`config.mk`:
```
export PLATFORM = sky130hd
export DESIGN_NAME = systolic_feeder
export DESIGN_NICKNAME = d
export VERILOG_FILES = /design/src/rtl/systolic_feeder.sv
export SDC_FILE = /design/constraint.sdc
export NUM_CORES = 1
export LEC_CHECK = 0
export ABC_CLOCK_PERIOD_IN_PS = 43300
export CORE_AREA = 2 2 207 209
export DETAILED_ROUTE_END_ITERATION = 10
export DIE_AREA = 0 0 209 211
export GPL_TIMING_DRIVEN = 0
export HOLD_SLACK_MARGIN = 0.06
export PLACE_DENSITY = 0.8
export RECOVER_POWER = 50
export SLEW_MARGIN = 20
export SYNTH_ARGS = -nofsm -noshare
export SYNTH_HDL_FRONTEND = slang
export SYNTH_SLANG_ARGS = --single-unit
```
`constraint.sdc`:
```
create_clock -name clk_i -period 43.3 [get_ports clk_i]
set_clock_uncertainty 0.15 [all_clocks]
set_input_delay 8.66 -clock clk_i [delete_from_list [all_inputs] [get_ports clk_i]]
set_output_delay 8.66 -clock clk_i [all_outputs]
set_load 0.02 [all_outputs]
```
`src/rtl/systolic_feeder.sv`:
```
// Skews flat K-slices onto an output-stationary PE array and sequences clear/feed/drain.
// Define SYSTOLIC_FEEDER_PERF_EN to add stall_cnt_o, a saturating count of FEED bubbles.
module systolic_feeder #(
  parameter int DATA_WIDTH   = 32,
  parameter int ARRAY_HEIGHT = 4,
  parameter int ARRAY_WIDTH  = 4,
  parameter int K_MAX        = 16,
  parameter int PE_LAT       = 1,
  parameter int CNT_W        = $clog2(K_MAX + 1)
) (
  input  logic                                     clk_i,
  input  logic                                     rst_i,
  input  logic                                     start_i,
  input  logic [CNT_W-1:0]                         k_len_i,
  output logic                                     busy_o,
  output logic                                     done_o,
  input  logic                                     in_vld_i,
  output logic                                     in_rdy_o,
  input  logic [ARRAY_HEIGHT-1:0][DATA_WIDTH-1:0]  in_active_i,
  input  logic [ARRAY_WIDTH-1:0][DATA_WIDTH-1:0]   in_weight_i,
  output logic                                     ctrl_start_o,
  output logic [ARRAY_HEIGHT-1:0][DATA_WIDTH-1:0]  active_o,
  output logic [ARRAY_WIDTH-1:0][DATA_WIDTH-1:0]   weight_o,
  output logic                                     result_vld_o
`ifdef SYSTOLIC_FEEDER_PERF_EN
  ,
  output logic [15:0]                              stall_cnt_o
`endif
);

  // The last slice needs H+W-2 hops to reach the far corner PE, plus PE_LAT to land.
  localparam int DRAIN_CYC = ARRAY_HEIGHT + ARRAY_WIDTH - 2 + PE_LAT;
  localparam int DRAIN_W   = (DRAIN_CYC > 1) ? $clog2(DRAIN_CYC) : 1;
  localparam logic [DRAIN_W-1:0] DRAIN_LAST = DRAIN_W'(DRAIN_CYC - 1);
  localparam logic [CNT_W-1:0]   K_CAP      = CNT_W'(K_MAX);

  typedef enum logic [2:0] {
    S_IDLE,
    S_CLEAR,
    S_FEED,
    S_DRAIN,
    S_DONE
  } state_t;

  state_t             state_q, state_d;
  logic [CNT_W-1:0]   k_q;
  logic [CNT_W-1:0]   acc_cnt_q;
  logic [DRAIN_W-1:0] drain_cnt_q;
  logic               result_vld_q;
  logic               accept;

  logic [ARRAY_HEIGHT-1:0][DATA_WIDTH-1:0] act_in;
  logic [ARRAY_WIDTH-1:0][DATA_WIDTH-1:0]  wgt_in;

  always_comb begin
    state_d = state_q;
    accept  = 1'b0;
    unique case (state_q)
      S_IDLE: begin
        if (start_i) state_d = S_CLEAR;
      end
      S_CLEAR: begin
        state_d = (k_q == '0) ? S_DONE : S_FEED;
      end
      S_FEED: begin
        if (in_vld_i) begin
          accept = 1'b1;
          if (acc_cnt_q + 1'b1 == k_q) state_d = (DRAIN_CYC == 0) ? S_DONE : S_DRAIN;
        end
      end
      S_DRAIN: begin
        if (drain_cnt_q == DRAIN_LAST) state_d = S_DONE;
      end
      S_DONE: begin
        state_d = S_IDLE;
      end
      default: begin
        state_d = S_IDLE;
      end
    endcase
  end

  always_ff @(posedge clk_i or posedge rst_i) begin
    if (rst_i) begin
      state_q      <= S_IDLE;
      k_q          <= '0;
      acc_cnt_q    <= '0;
      drain_cnt_q  <= '0;
      result_vld_q <= 1'b0;
    end else begin
      state_q <= state_d;
      if (state_q == S_IDLE && start_i) begin
        k_q          <= (k_len_i > K_CAP) ? K_CAP : k_len_i;
        result_vld_q <= 1'b0;
      end
      if (state_q == S_CLEAR) begin
        acc_cnt_q <= '0;
      end else if (accept) begin
        acc_cnt_q <= acc_cnt_q + 1'b1;
      end
      if (state_q == S_DRAIN) begin
        drain_cnt_q <= drain_cnt_q + 1'b1;
      end else begin
        drain_cnt_q <= '0;
      end
      if (state_d == S_DONE) result_vld_q <= 1'b1;
    end
  end

  assign busy_o       = (state_q != S_IDLE);
  assign done_o       = (state_q == S_DONE);
  assign in_rdy_o     = (state_q == S_FEED);
  assign ctrl_start_o = (state_q == S_CLEAR);
  assign result_vld_o = result_vld_q;

  // Anything other than an accepted slice enters the skew lines as zero, so a
  // bubble or drain cycle contributes nothing to the accumulators.
  assign act_in = accept ? in_active_i : '0;
  assign wgt_in = accept ? in_weight_i : '0;

  for (genvar i = 0; i < ARRAY_HEIGHT; i++) begin : g_act
    logic [DATA_WIDTH-1:0] sr [0:i];
    always_ff @(posedge clk_i or posedge rst_i) begin
      if (rst_i) begin
        for (int s = 0; s <= i; s++) sr[s] <= '0;
      end else begin
        sr[0] <= act_in[i];
        for (int s = 1; s <= i; s++) sr[s] <= sr[s-1];
      end
    end
    assign active_o[i] = sr[i];
  end

  for (genvar j = 0; j < ARRAY_WIDTH; j++) begin : g_wgt
    logic [DATA_WIDTH-1:0] sr [0:j];
    always_ff @(posedge clk_i or posedge rst_i) begin
      if (rst_i) begin
        for (int s = 0; s <= j; s++) sr[s] <= '0;
      end else begin
        sr[0] <= wgt_in[j];
        for (int s = 1; s <= j; s++) sr[s] <= sr[s-1];
      end
    end
    assign weight_o[j] = sr[j];
  end

`ifdef SYSTOLIC_FEEDER_PERF_EN
  logic [15:0] stall_cnt_q;

  always_ff @(posedge clk_i or posedge rst_i) begin
    if (rst_i) begin
      stall_cnt_q <= '0;
    end else if (state_q == S_CLEAR) begin
      stall_cnt_q <= '0;
    end else if (state_q == S_FEED && !in_vld_i && stall_cnt_q != 16'hFFFF) begin
      stall_cnt_q <= stall_cnt_q + 16'd1;
    end
  end

  assign stall_cnt_o = stall_cnt_q;
`endif

endmodule
```
Yosys cells after proc, flatten, opt, wreduce, memory -nomap -nowiden
Index checks and enable logic that the tools add are counted.
{"block": "totals", "out_inout_bits": 261, "inputBits": 265, "ff_bits": 657}
{"block": "op_classes", "n_mux": 16, "order_cmp": 1, "addsub": 2, "n_eq_ne": 7, "reduce_logical": 6}
{"cell": "128-bit two-way mux", "n": 2}
{"cell": "3-bit two-way mux", "n": 6}
{"cell": "5-bit two-way mux", "n": 3}
{"cell": "3-bit one-hot mux with 4 select lines", "n": 1}
{"cell": "3-bit equality test (second input constant)", "n": 3}
{"cell": "3-bit by 2-bit equality test with 1-bit output (second input constant)", "n": 2}
{"cell": "5-bit by 1-bit adder with 5-bit output (second input constant)", "n": 1}
{"cell": "5-bit equality test", "n": 1}
{"cell": "5-bit > comparator (second input constant)", "n": 1}
{"cell": "5-bit zero test", "n": 1}
{"cell": "1-bit two-way mux", "n": 4}
{"cell": "2-bit nonzero test", "n": 2}
{"cell": "3-bit by 1-bit adder with 3-bit output (second input constant)", "n": 1}
{"cell": "3-bit by 1-bit equality test with 1-bit output (second input constant)", "n": 1}
{"cell": "3-bit zero test", "n": 1}
{"cell": "3-bit nonzero test", "n": 1}
{"cell": "1-bit logical AND", "n": 1}

Longest topological paths before layout
{"block": "logic_depth", "depth_word": 7, "ltp_mapped": 6, "mapped_depth_nobuf": 5}

Worst setup path before layout
Ideal clock, no wire load.
{"block": "synth_timing", "path_kind": "register -> output", "start": "reg state_q[1]", "end": "out in_rdy_o", "setup_slack_ns": 33.389, "path_buffers": 1, "path_stages_with_launch": 3, "t_arrival_ns": 1.101, "path_cell_list": "dfrtp_1 -> buf_2 -> nor3b_1"}
{"block": "synth_via", "elab_chain_len": 1}
{"item": "start: declaration", "line_no": "45", "rtl": "state_t state_q, state_d;"}
{"item": "start signal: assignment", "line_no": "91", "rtl": "state_q <= state_d;"}
{"item": "3-bit by 2-bit equality test with 1-bit output", "line_no": "112", "rtl": "assign in_rdy_o = (state_q == S_FEED);"}
{"item": "end: declaration", "line_no": "18", "rtl": "output logic in_rdy_o,"}
Every way passes these cells.

==> impl_metrics.env <==
export IMPL_power_leakage_nw=13.9
export IMPL_crit_family="buffers and inverters"
export IMPL_vias=10498
export IMPL_rr_startpoint="state_q[0]"
export IMPL_rr_endpoint="g_act[3].sr[101]"
export IMPL_crit_path_cell_trace="dlygate4sd3_1 > clkinvlp_2 > clkbuf_1"
export IMPL_clk_latency_ns=0.58
export IMPL_synth_top_area_cell="dfrtp_1"
export IMPL_dieArea_um2=44100
export IMPL_period_needed_ns=15.64
export IMPL_ant_nets=0
export IMPL_overflow=0
export IMPL_grt_busiest_layer="met2"
export IMPL_max_slew_margin_rel=-2.84
export IMPL_synthCells=1208
export IMPL_yosysTopAreaCellShare=0.811
export IMPL_firstDrtPassIters=4
export IMPL_cts_buffer_depth=3
export IMPL_yosys_cell_types_count=33
export IMPL_drc=0
export IMPL_grt_pass1_vias=11921
export IMPL_setup_tns_final_ns=0
export IMPL_clock_sinks=657
export IMPL_grtUsageMet1=0.226
export IMPL_die_height_um=211
export IMPL_cts_buffers=66
export IMPL_clockRootBuffer="clkbuf_16"
export IMPL_initial_core_util=0.485
export IMPL_async_reset_ff_frac=1.00
export IMPL_regArea_um2=16400
export IMPL_hold_ws_ns=0.184
export IMPL_synth_main_ff_cell="dfrtp_1"
export IMPL_r2r_cells=5
export IMPL_critPathMaxStageDelay_ns=4.11
export IMPL_yosysWarnings=0
export IMPL_multi_input_area_um2=2070
export IMPL_startpoint_type="primary input"
export IMPL_final_setup_viol_count=0
export IMPL_drt_iter0_drc=603
export IMPL_antenna_found_initial=7
export IMPL_yosys_register_bits=657
export IMPL_crit_fanout=115
export IMPL_fillers=2608
export IMPL_drive_above_1_share=0.173
export IMPL_ff2ff_setup_slack_ns=40.65
export IMPL_power_density_nw_per_um2=58.2
export IMPL_worstHoldPathType="reg -> reg"
export IMPL_yosys_top_cells_area="dfrtp_1 (81%), and2_1 (7.9%), buf_4 (7.1%)"
export IMPL_setup_slack_ns=27.66
export IMPL_arrival_ns=14.77
export IMPL_max_freq_ghz=0.0639
export IMPL_ir_drop_mv=0.0329
export IMPL_finalHoldViolations=0
export IMPL_grt_max_degree=116
export IMPL_worst_pin_slew_ns=5.77
export IMPL_use_met2=0.363
export IMPL_post_place_ws_ns=32.27
export IMPL_final_cell_area_um2=28400
export IMPL_layout_nets=2075
export IMPL_via_per_inst=4.37
export IMPL_place_gp_congestion=0.797
export IMPL_required_ns=42.43
export IMPL_syn_area_um2=20300
export IMPL_h_tree_depth=3
export IMPL_cts_resized=0
export IMPL_critPathBufInv=3
export IMPL_hold_path_end="g_act[3].sr[76]"
export IMPL_status="complete, but fails checks"
export IMPL_grt_pass1_wl_mm=67.2
export IMPL_io_pins=526
export IMPL_synth_edf_count=0
export IMPL_fp_coreArea_um2=41800
export IMPL_final_common_cell="dfrtp_1"
export IMPL_drv_cap=4
export IMPL_final_cell_mix="dfrtp_1 (657), clkdlybuf4s50_1 (522), and2_1 (231)"
export IMPL_finalWirelength_mm=44.1
export IMPL_track_usage=0.205
export IMPL_wl_per_cell_um=18.4
export IMPL_post_cts_buffers=0
export IMPL_placementRows=75
export IMPL_hp_start="g_act[3].sr[108]"
export IMPL_grtUsageMet3=0.0674
export IMPL_min_path_cells=0
export IMPL_syn2layout_area_growth_pct=40.3
export IMPL_slowest_stage="clkbuf_1"
export IMPL_end_kind="async pin"
export IMPL_synth_avg_cell_area_um2=16.8
export IMPL_hold_buffers=0
export IMPL_finalCritPeriodShare=0.361
export IMPL_synthesis_nets=1476
export IMPL_placed_area_um2=26400
export IMPL_dp_hpwl_mm=30.7
export IMPL_synth_seq_area_share=0.811
export IMPL_io_buffer_count=525
export IMPL_clk_pin_slew_ns=0.06
export IMPL_worstSetupPathType="in -> async"
export IMPL_cts_tree="yes"
export IMPL_die_w_um=209
export IMPL_slew_viol_final=353
export IMPL_rsz0062_at_grt="no"
export IMPL_violations="capacitance limit, slew limit"
layout make-up:
class / instances / area share
multi-input combinational: 325 / 0.0727
sequential: 657 / 0.578
buffer: 224 / 0.0590
antenna: 5 / 0.000440
clock buffer: 92 / 0.0665
timing repair buffer: 531 / 0.188
inverter: 2 / 0.000308
tap: 539 / 0.0237
clock inverter: 26 / 0.0111
state kept, by name, indices dropped and copies added (netlist names), 3 cells and up:
signal and count:
g_wgt.sr 224, active_o 96, acc_cnt_q 5, k_q 5
weight_o 96, drain_cnt_q 3, g_act.sr 224, state_q 3
worst max-delay path by stage:
| stage | start | end | cells past startpoint |
|---|---|---|---|
| 3_3_place_gp | rst_i | g_act[0].sr[31] | 2 |
| 6_report | rst_i | g_act[3].sr[52] | 3 |
| 3_5_place_dp | rst_i | g_act[0].sr[20] | 5 |
| 5_1_grt | rst_i | g_act[2].sr[67] | 3 |
| 2_1_floorplan | rst_i | acc_cnt_q[0] | 1 |
| 4_1_cts | state_q[1] | ctrl_start_o | 3 |
synth_stat cells (3+ instances only):
cell,number
a21oi_1,3
nand2b_1,6
o21ai_0,8
nor2_1,7
buf_2,4
nand2_1,10
xor2_1,4
dfrtp_1,657
xnor2_1,6
ha_1,3
buf_4,193
clkbuf_1,6
buf_6,21
and2_1,257
kinds of logic (layout without fill, tap and decap cells):
group	after synthesis	after routing	share of synthesized area
other	0	5	0
AO/OA/AOI/OAI	17	17	0.00482
XOR/XNOR	10	10	0.00432
flip-flops	657	657	0.811
adder cells (fa/ha/maj)	3	3	0.00185
buffers and inverters	226	875	0.0856
multiplexers	1	1	0.000556
AND/OR/NAND/NOR	294	294	0.0916
report_power, final:
| group | leakage (nW) | total, mW | switching, mW | internal, mW |
|---|---|---|---|---|
| Combinational | 4.00 | 0.326 | 0.154 | 0.172 |
| Sequential | 8.79 | 0.762 | 0.0374 | 0.724 |
| Clock | 1.07 | 0.568 | 0.230 | 0.338 |
| Total | 13.9 | 1.66 | 0.422 | 1.23 |
per-layer routing:
layer | vias up | wire length (um)
li1 | 4734 | -
met1 | 5239 | 15700
met2 | 414 | 23200
met3 | 105 | 3450
met4 | 6 | 1670
met5 | - | 28
stage by stage:
stage,cells,total power [mW],util
2_1_floorplan,1208,0.947,-
3_3_place_gp,2272,1.09,0.627
3_5_place_dp,2278,1.10,0.631
4_1_cts,2396,1.68,0.684
5_1_grt,2399,1.73,0.681
6_report,2401,1.66,0.681
(Power assumes the default switching activity.)
